## config.mk

```make
export PLATFORM = sky130hd
export DESIGN_NAME = mem_bus_ctrl
export DESIGN_NICKNAME = d
export VERILOG_FILES = /design/src/rtl/mem_bus_ctrl.sv
export SDC_FILE = /design/constraint.sdc
export NUM_CORES = 1
export LEC_CHECK = 0
export BUFFER_PORTS_ARGS = -buffer_cell sky130_fd_sc_hd__buf_2
export CAP_MARGIN = 20
export CORE_ASPECT_RATIO = 0.5
export CORE_UTILIZATION = 48
export DETAILED_ROUTE_END_ITERATION = 16
export PLACE_DENSITY = 0.72
export SLEW_MARGIN = 30
export SYNTH_ARGS = -nofsm -noshare
export SYNTH_HDL_FRONTEND = slang
export SYNTH_SLANG_ARGS = --single-unit
```

## constraint.sdc

```tcl
create_clock -name clk -period 2 [get_ports clk]
set_input_delay 0.2 -clock clk [delete_from_list [all_inputs] [get_ports clk]]
set_output_delay 0.2 -clock clk [all_outputs]
set_load 0.005 [all_outputs]
```

## src/rtl/mem_bus_ctrl.sv

```systemverilog
// mem_bus_ctrl: decodes CPU bus requests onto ROM, RAM or N_PORTS I/O channels and flags unmapped/illegal accesses as faults.
// Latency: req sampled in IDLE at edge T -> one-cycle ack after edge T+WAIT_STATES; one access per WAIT_STATES+2 cycles.
// Backpressure: master holds req/we/addr/wdata until ack; req is ignored outside IDLE.
// Ports: clk/reset; bus side req/we/addr/wdata -> rdata/ack/fault; rom_*/ram_* synchronous macro side;
//        port_in (async, synchronised), port_out (registered) and one-hot port_wr per I/O channel.
module mem_bus_ctrl #(
  parameter int DW          = 8,
  parameter int AW          = 8,
  parameter int ROM_BASE    = 'h00,
  parameter int ROM_SIZE    = 128,
  parameter int RAM_BASE    = 'h80,
  parameter int RAM_SIZE    = 96,
  parameter int IO_BASE     = 'hF0,
  parameter int N_PORTS     = 16,
  parameter int WAIT_STATES = 1,
  localparam int ROM_AW     = (ROM_SIZE > 1) ? $clog2(ROM_SIZE) : 1,
  localparam int RAM_AW     = (RAM_SIZE > 1) ? $clog2(RAM_SIZE) : 1
) (
  input  logic                  clk,
  input  logic                  reset,
  input  logic                  req,
  input  logic                  we,
  input  logic [AW-1:0]         addr,
  input  logic [DW-1:0]         wdata,
  output logic [DW-1:0]         rdata,
  output logic                  ack,
  output logic                  fault,
  output logic [ROM_AW-1:0]     rom_addr,
  input  logic [DW-1:0]         rom_rdata,
  output logic [RAM_AW-1:0]     ram_addr,
  output logic [DW-1:0]         ram_wdata,
  output logic                  ram_we,
  input  logic [DW-1:0]         ram_rdata,
  input  logic [N_PORTS*DW-1:0] port_in,
  output logic [N_PORTS*DW-1:0] port_out,
  output logic [N_PORTS-1:0]    port_wr
);
  localparam int IO_AW = (N_PORTS > 1) ? $clog2(N_PORTS) : 1;

  typedef enum logic [1:0] {IDLE, ACCESS, RESP} state_t;
  typedef enum logic [1:0] {RGN_ROM, RGN_RAM, RGN_IO, RGN_NONE} region_t;

  state_t state, state_nxt;

  // Decode in AW+1 bits. An address below a base wraps to >= 2**AW, which is
  // never below a region size, so a single unsigned compare per region checks
  // both bounds, and base+size may reach 2**AW without wrapping to zero.
  logic [AW:0] addr_x, rom_off_x, ram_off_x, io_off_x;
  logic        in_rom, in_ram, in_io;
  region_t     dec_region;

  assign addr_x    = {1'b0, addr};
  assign rom_off_x = addr_x - (AW+1)'(ROM_BASE);
  assign ram_off_x = addr_x - (AW+1)'(RAM_BASE);
  assign io_off_x  = addr_x - (AW+1)'(IO_BASE);
  assign in_rom    = rom_off_x < (AW+1)'(ROM_SIZE);
  assign in_ram    = ram_off_x < (AW+1)'(RAM_SIZE);
  assign in_io     = io_off_x  < (AW+1)'(N_PORTS);

  always_comb begin
    if (in_rom)      dec_region = RGN_ROM;
    else if (in_ram) dec_region = RGN_RAM;
    else if (in_io)  dec_region = RGN_IO;
    else             dec_region = RGN_NONE;
  end

  // Request captured in IDLE
  logic                  we_q;
  region_t               region_q;
  logic [DW-1:0]         wdata_q;
  logic [IO_AW-1:0]      io_idx_q;
  logic [2:0]            cnt;
  logic [ROM_AW-1:0]     rom_addr_q;
  logic [RAM_AW-1:0]     ram_addr_q;
  logic [N_PORTS*DW-1:0] sync1, sync2;

  logic               start, resp_entry, acc_fault, io_write;
  logic [N_PORTS-1:0] io_onehot;
  logic [DW-1:0]      io_rdata;

  assign start      = (state == IDLE) && req;
  assign resp_entry = (state == ACCESS) && (cnt == 3'd0);
  assign acc_fault  = (region_q == RGN_NONE) || ((region_q == RGN_ROM) && we_q);
  assign io_write   = (region_q == RGN_IO) && we_q;

  // The macros register their address at the clock edge, so the decoded
  // offset is passed straight through in the request cycle; read data is then
  // back by the first ACCESS edge, which WAIT_STATES=1 relies on.
  assign rom_addr = (start && (dec_region == RGN_ROM) && !we) ? rom_off_x[ROM_AW-1:0] : rom_addr_q;
  assign ram_addr = (start && (dec_region == RGN_RAM)) ? ram_off_x[RAM_AW-1:0] : ram_addr_q;

  always_comb begin
    io_onehot           = '0;
    io_onehot[io_idx_q] = 1'b1;
  end

  always_comb begin
    io_rdata = '0;
    for (int k = 0; k < N_PORTS; k++)
      if (io_onehot[k]) io_rdata = sync2[k*DW +: DW];
  end

  // FSM state register
  always_ff @(posedge clk or negedge reset) begin
    if (!reset) state <= IDLE;
    else        state <= state_nxt;
  end

  // FSM next state
  always_comb begin
    state_nxt = state;
    case (state)
      IDLE:    if (req) state_nxt = ACCESS;
      ACCESS:  if (cnt == 3'd0) state_nxt = RESP;
      RESP:    state_nxt = IDLE;
      default: state_nxt = IDLE;
    endcase
  end

  // FSM outputs
  always_comb begin
    ack     = 1'b0;
    fault   = 1'b0;
    port_wr = '0;
    if (state == RESP) begin
      ack   = 1'b1;
      fault = acc_fault;
      if (io_write) port_wr = io_onehot;
    end
  end

  // Datapath: capture, wait counter, macro strobes, read data, output ports
  always_ff @(posedge clk or negedge reset) begin
    if (!reset) begin
      we_q       <= 1'b0;
      region_q   <= RGN_NONE;
      wdata_q    <= '0;
      io_idx_q   <= '0;
      cnt        <= '0;
      rom_addr_q <= '0;
      ram_addr_q <= '0;
      ram_wdata  <= '0;
      ram_we     <= 1'b0;
      rdata      <= '0;
      port_out   <= '0;
      sync1      <= '0;
      sync2      <= '0;
    end else begin
      sync1  <= port_in;
      sync2  <= sync1;
      ram_we <= 1'b0;
      if (start) begin
        we_q     <= we;
        region_q <= dec_region;
        wdata_q  <= wdata;
        io_idx_q <= io_off_x[IO_AW-1:0];
        cnt      <= 3'(WAIT_STATES - 1);
        if ((dec_region == RGN_ROM) && !we) rom_addr_q <= rom_off_x[ROM_AW-1:0];
        if (dec_region == RGN_RAM) begin
          ram_addr_q <= ram_off_x[RAM_AW-1:0];
          ram_wdata  <= wdata;
          ram_we     <= we;   // high for exactly the first ACCESS cycle
        end
      end else if ((state == ACCESS) && (cnt != 3'd0)) begin
        cnt <= cnt - 3'd1;
      end
      if (resp_entry) begin
        if (acc_fault) begin
          rdata <= '0;
        end else if (!we_q) begin
          case (region_q)
            RGN_ROM: rdata <= rom_rdata;
            RGN_RAM: rdata <= ram_rdata;
            RGN_IO:  rdata <= io_rdata;
            default: rdata <= '0;
          endcase
        end
        for (int k = 0; k < N_PORTS; k++)
          if (io_write && io_onehot[k]) port_out[k*DW +: DW] <= wdata_q;
      end
    end
  end

endmodule

```

==> flow_summary.toml <==
[floorplan]
die-area_sq_mm = 0.0324
rows = 45
initial_core_util = 0.495
die_h_um = 128
die_w_um = 254
ios = 341
fp.coreArea_sq_mm = 0.0307

[finish]
nets = 1753
final_common_cell = "dfrtp_1"
seq_area_sq_mm = 0.0109
final_cells = 2032
final_cell_mix = "dfrtp_1 (428), buf_2 (333), dlygate4sd3_1 (146), mux2_2 (118), buf_4 (93)"
multi_input_area_sq_mm = 0.00462
fillers = 1913
syn2layout_area_growth_pct = 45.5
drive_gt1_frac = 0.504
num_antenna_cells = 0

[critical_path]
critPathBufInv = 3
crit_top_cell = "buf_6"
crit_family = "buffers and inverters"
arrival_ns = 1.96
cpPeakStageDelay_ns = 0.41
end_kind = "output port"
criticalPathCategory = "register to output port"
required_ns = 1.80
path_cells = "nor3b_4 -> buf_4 -> nand2_4 -> buf_6 -> mux2_2 -> buf_6"
cp_max_fo = 6
cpMaxStageDelayCell = "dfrtp_1"
worst-path-stages = 6
reg2reg_depth = 6
cp-start-kind = "register"

[pwr]
vdd_drop_max_v = 0.000777
p_leak_uw = 0.0108
p_total_uw = 27300
power_density_mw_per_mm2 = 1230

[synthesis]
synthFlopType = "dfrtp_1"
syn_inst = 965
syn_area_sq_mm = 0.0152
ys_types = 63
synth_seq_cells = 435
syn-num-nets = 1132
async_flop_share = 1.00
postSynthAreaPerCell_sq_um = 15.8
synth_edf_count = 0
yosysWarnings = 0
ys_seq_area_frac = 0.716

[sta]
hold_viol = 0
fin_crit_ns = 2.16
slew_violations = 0
hold_ws_ns = 0.0634
setup_tns_ns = -2.18
setup_viol = 29
fmax_mhz = 463
tightest_slew_ns = 0.838
slew_headroom = 0.442
period_share = 1.08
skew_ns = 0.0313
fin_ws_ns = -0.158
rsz0062_at_grt = "yes"

[placed_design]
gp_congestion = 0.883
dp.cells = 1763
portBuffers = 340
dp_slack_ns = -0.281
hpwl_mm = 27.6

[cts]
insertion_delay_ns = 0.56
clockBufferDepth = 3
cts_buffers = 38
clk_pin_slew_worst_paths_ns = 0.06
cts_root_buffer = "clkbuf_16"
cts_tree = "done"
cts.sinks = 435
htree_levels = 2

[routing]
drtIter0Drc = 775
routedWlPerCell_um = 22.4
routed_wl_mm = 45.4
vias_per_cell = 5.38
detail-route-antenna-nets = 0
vias = 10900
drt_pre_antenna_iters = 5
drc_errors = 0

[global_routing]
grt_overflow = 0
antenna_found_initial = 0
grt_max_degree = 69
track_usage = 0.282
grt_first_pass_wirelength_mm = 68.7
first_global_vias = 11700

[status]
status = "finished, violations left"
violations = "setup timing"

[run]
maxCapViolations = 0

[min_path]
min_path_cells = 2
hold_class = "input pin to register"
power breakdown:
group | switching, uW | leakage, uW | internal [uW] | total [uW]
clock | 3330 | 0.000626 | 4330 | 7660
combinational | 4230 | 0.00483 | 4310 | 8540
sequential | 1220 | 0.00538 | 9890 | 11100
cell families after synthesis:
group / synth area share
simple gates: 0.0593
fa+ha+maj: 0.00247
buf+inv: 0.0192
mux: 0.143
flops: 0.716
compound gates: 0.0598
state kept, by name (all words and copies together), names as in the netlist:
register	flops
port_out	128
sync1	128
sync2	128
ram_wdata	8
rdata	8
wdata_q	8
ram_addr_q	7
rom_addr_q	7
io_idx_q	4
cnt	3
region_q	2
state	2
ram_we	1
we_q	1
what timing repair did:
item | in CTS | in global routing
endpoints found under the hold margin | 209 | 0
cloned | 1 | 1
buffers inserted | 39 | 21
endpoints found under the setup margin | 163 | 168
hold buffers | 146 | 0
pin swaps | 22 | 35
resized for setup | 118 | 53
path summary, 6_finish.rpt:
kind / start / endpoint / slack, ns
worst min register to register: sync1[118]$_DFF_PN0_ / sync2[118]$_DFF_PN0_ / 0.33
worst max-delay path: state[1]$_DFFE_PN0P_ / rom_addr[3] / -0.16
min in group asynchronous: reset / sync2[107]$_DFF_PN0_ / 0.22
worst min-delay path: addr[5] / rom_addr_q[5]$_DFFE_PN0P_ / 0.06
max in group asynchronous: reset / port_out[4]$_DFFE_PN0P_ / 0.98
worst max register to register: io_idx_q[0]$_DFFE_PN0P_ / rdata[5]$_DFFE_PN0P_ / -0.06
per-layer routing:
layer | track usage | wire, um | part of all wire | vias to the layer above
li1 | - | - | - | 4636
met1 | 0.352 | 17600 | 0.39 | 5668
met2 | 0.489 | 23500 | 0.52 | 478
met3 | 0.0522 | 2270 | 0.050 | 140
met4 | 0.120 | 2070 | 0.046 | 0
met5 | 0 | 0 | 0 | -
area by class of cell:
type                    count  share of cell area
flip-flops and latches    435               0.493
repair buffers            628               0.214
multi-input cells         469               0.209
clock buffers              48              0.0484
well taps                 423              0.0239
clock inverters            15             0.00916
inverters                  14             0.00249
worst register-to-register path, stage by stage (launching register included):
cell	delay, ns
dfrtp_2	0.49
buf_12	0.18
nor2b_4	0.36
a221oi_2	0.16
o22ai_2	0.24
o2111ai_2	0.18
a211o_1	0.33
per-stage QoR:
stage / utilization / cell area, sq um
after floorplan: - / 15200
after global placement: 0.591 / 18200
after detailed placement: 0.591 / 18200
after CTS: 0.706 / 21700
after global routing: 0.720 / 22100
final: 0.720 / 22100
cells in the mapped netlist, types with 3 or more instances:
library cell | n | area [sq um]
nand2_1 | 25 | 93.8
buf_2 | 20 | 100
o2111ai_1 | 4 | 35.0
nor2_1 | 32 | 120
buf_1 | 12 | 45.0
nor3_4 | 8 | 130
clkbuf_1 | 9 | 33.8
a2bb2oi_1 | 4 | 35.0
buf_6 | 4 | 45.0
a21boi_0 | 8 | 60.1
o31ai_1 | 3 | 22.5
dfrtp_1 | 433 | 10800
nand3b_1 | 5 | 37.5
a221oi_1 | 13 | 114
ha_1 | 3 | 37.5
nand4b_1 | 4 | 35.0
a21oi_1 | 18 | 90.1
nand3_1 | 3 | 15.0
nor2_2 | 8 | 50.1
mux2_4 | 8 | 120
a211o_1 | 5 | 43.8
o211ai_1 | 5 | 37.5
o22ai_1 | 7 | 43.8
nand4_1 | 3 | 18.8
nor2b_1 | 13 | 81.3
nor3_1 | 14 | 70.1
nand2b_1 | 5 | 31.3
a2111oi_0 | 3 | 26.3
mux2_2 | 168 | 1890
or2_2 | 3 | 18.8
and2_1 | 5 | 31.3
a22o_1 | 7 | 61.3
nor3b_1 | 8 | 60.1
a211oi_1 | 3 | 22.5
mux2i_1 | 12 | 120
o21ai_0 | 26 | 130
o21bai_1 | 5 | 37.5
inv_1 | 13 | 48.8
o32ai_1 | 3 | 26.3
a32oi_1 | 3 | 26.3
(Power assumes the default switching activity.)
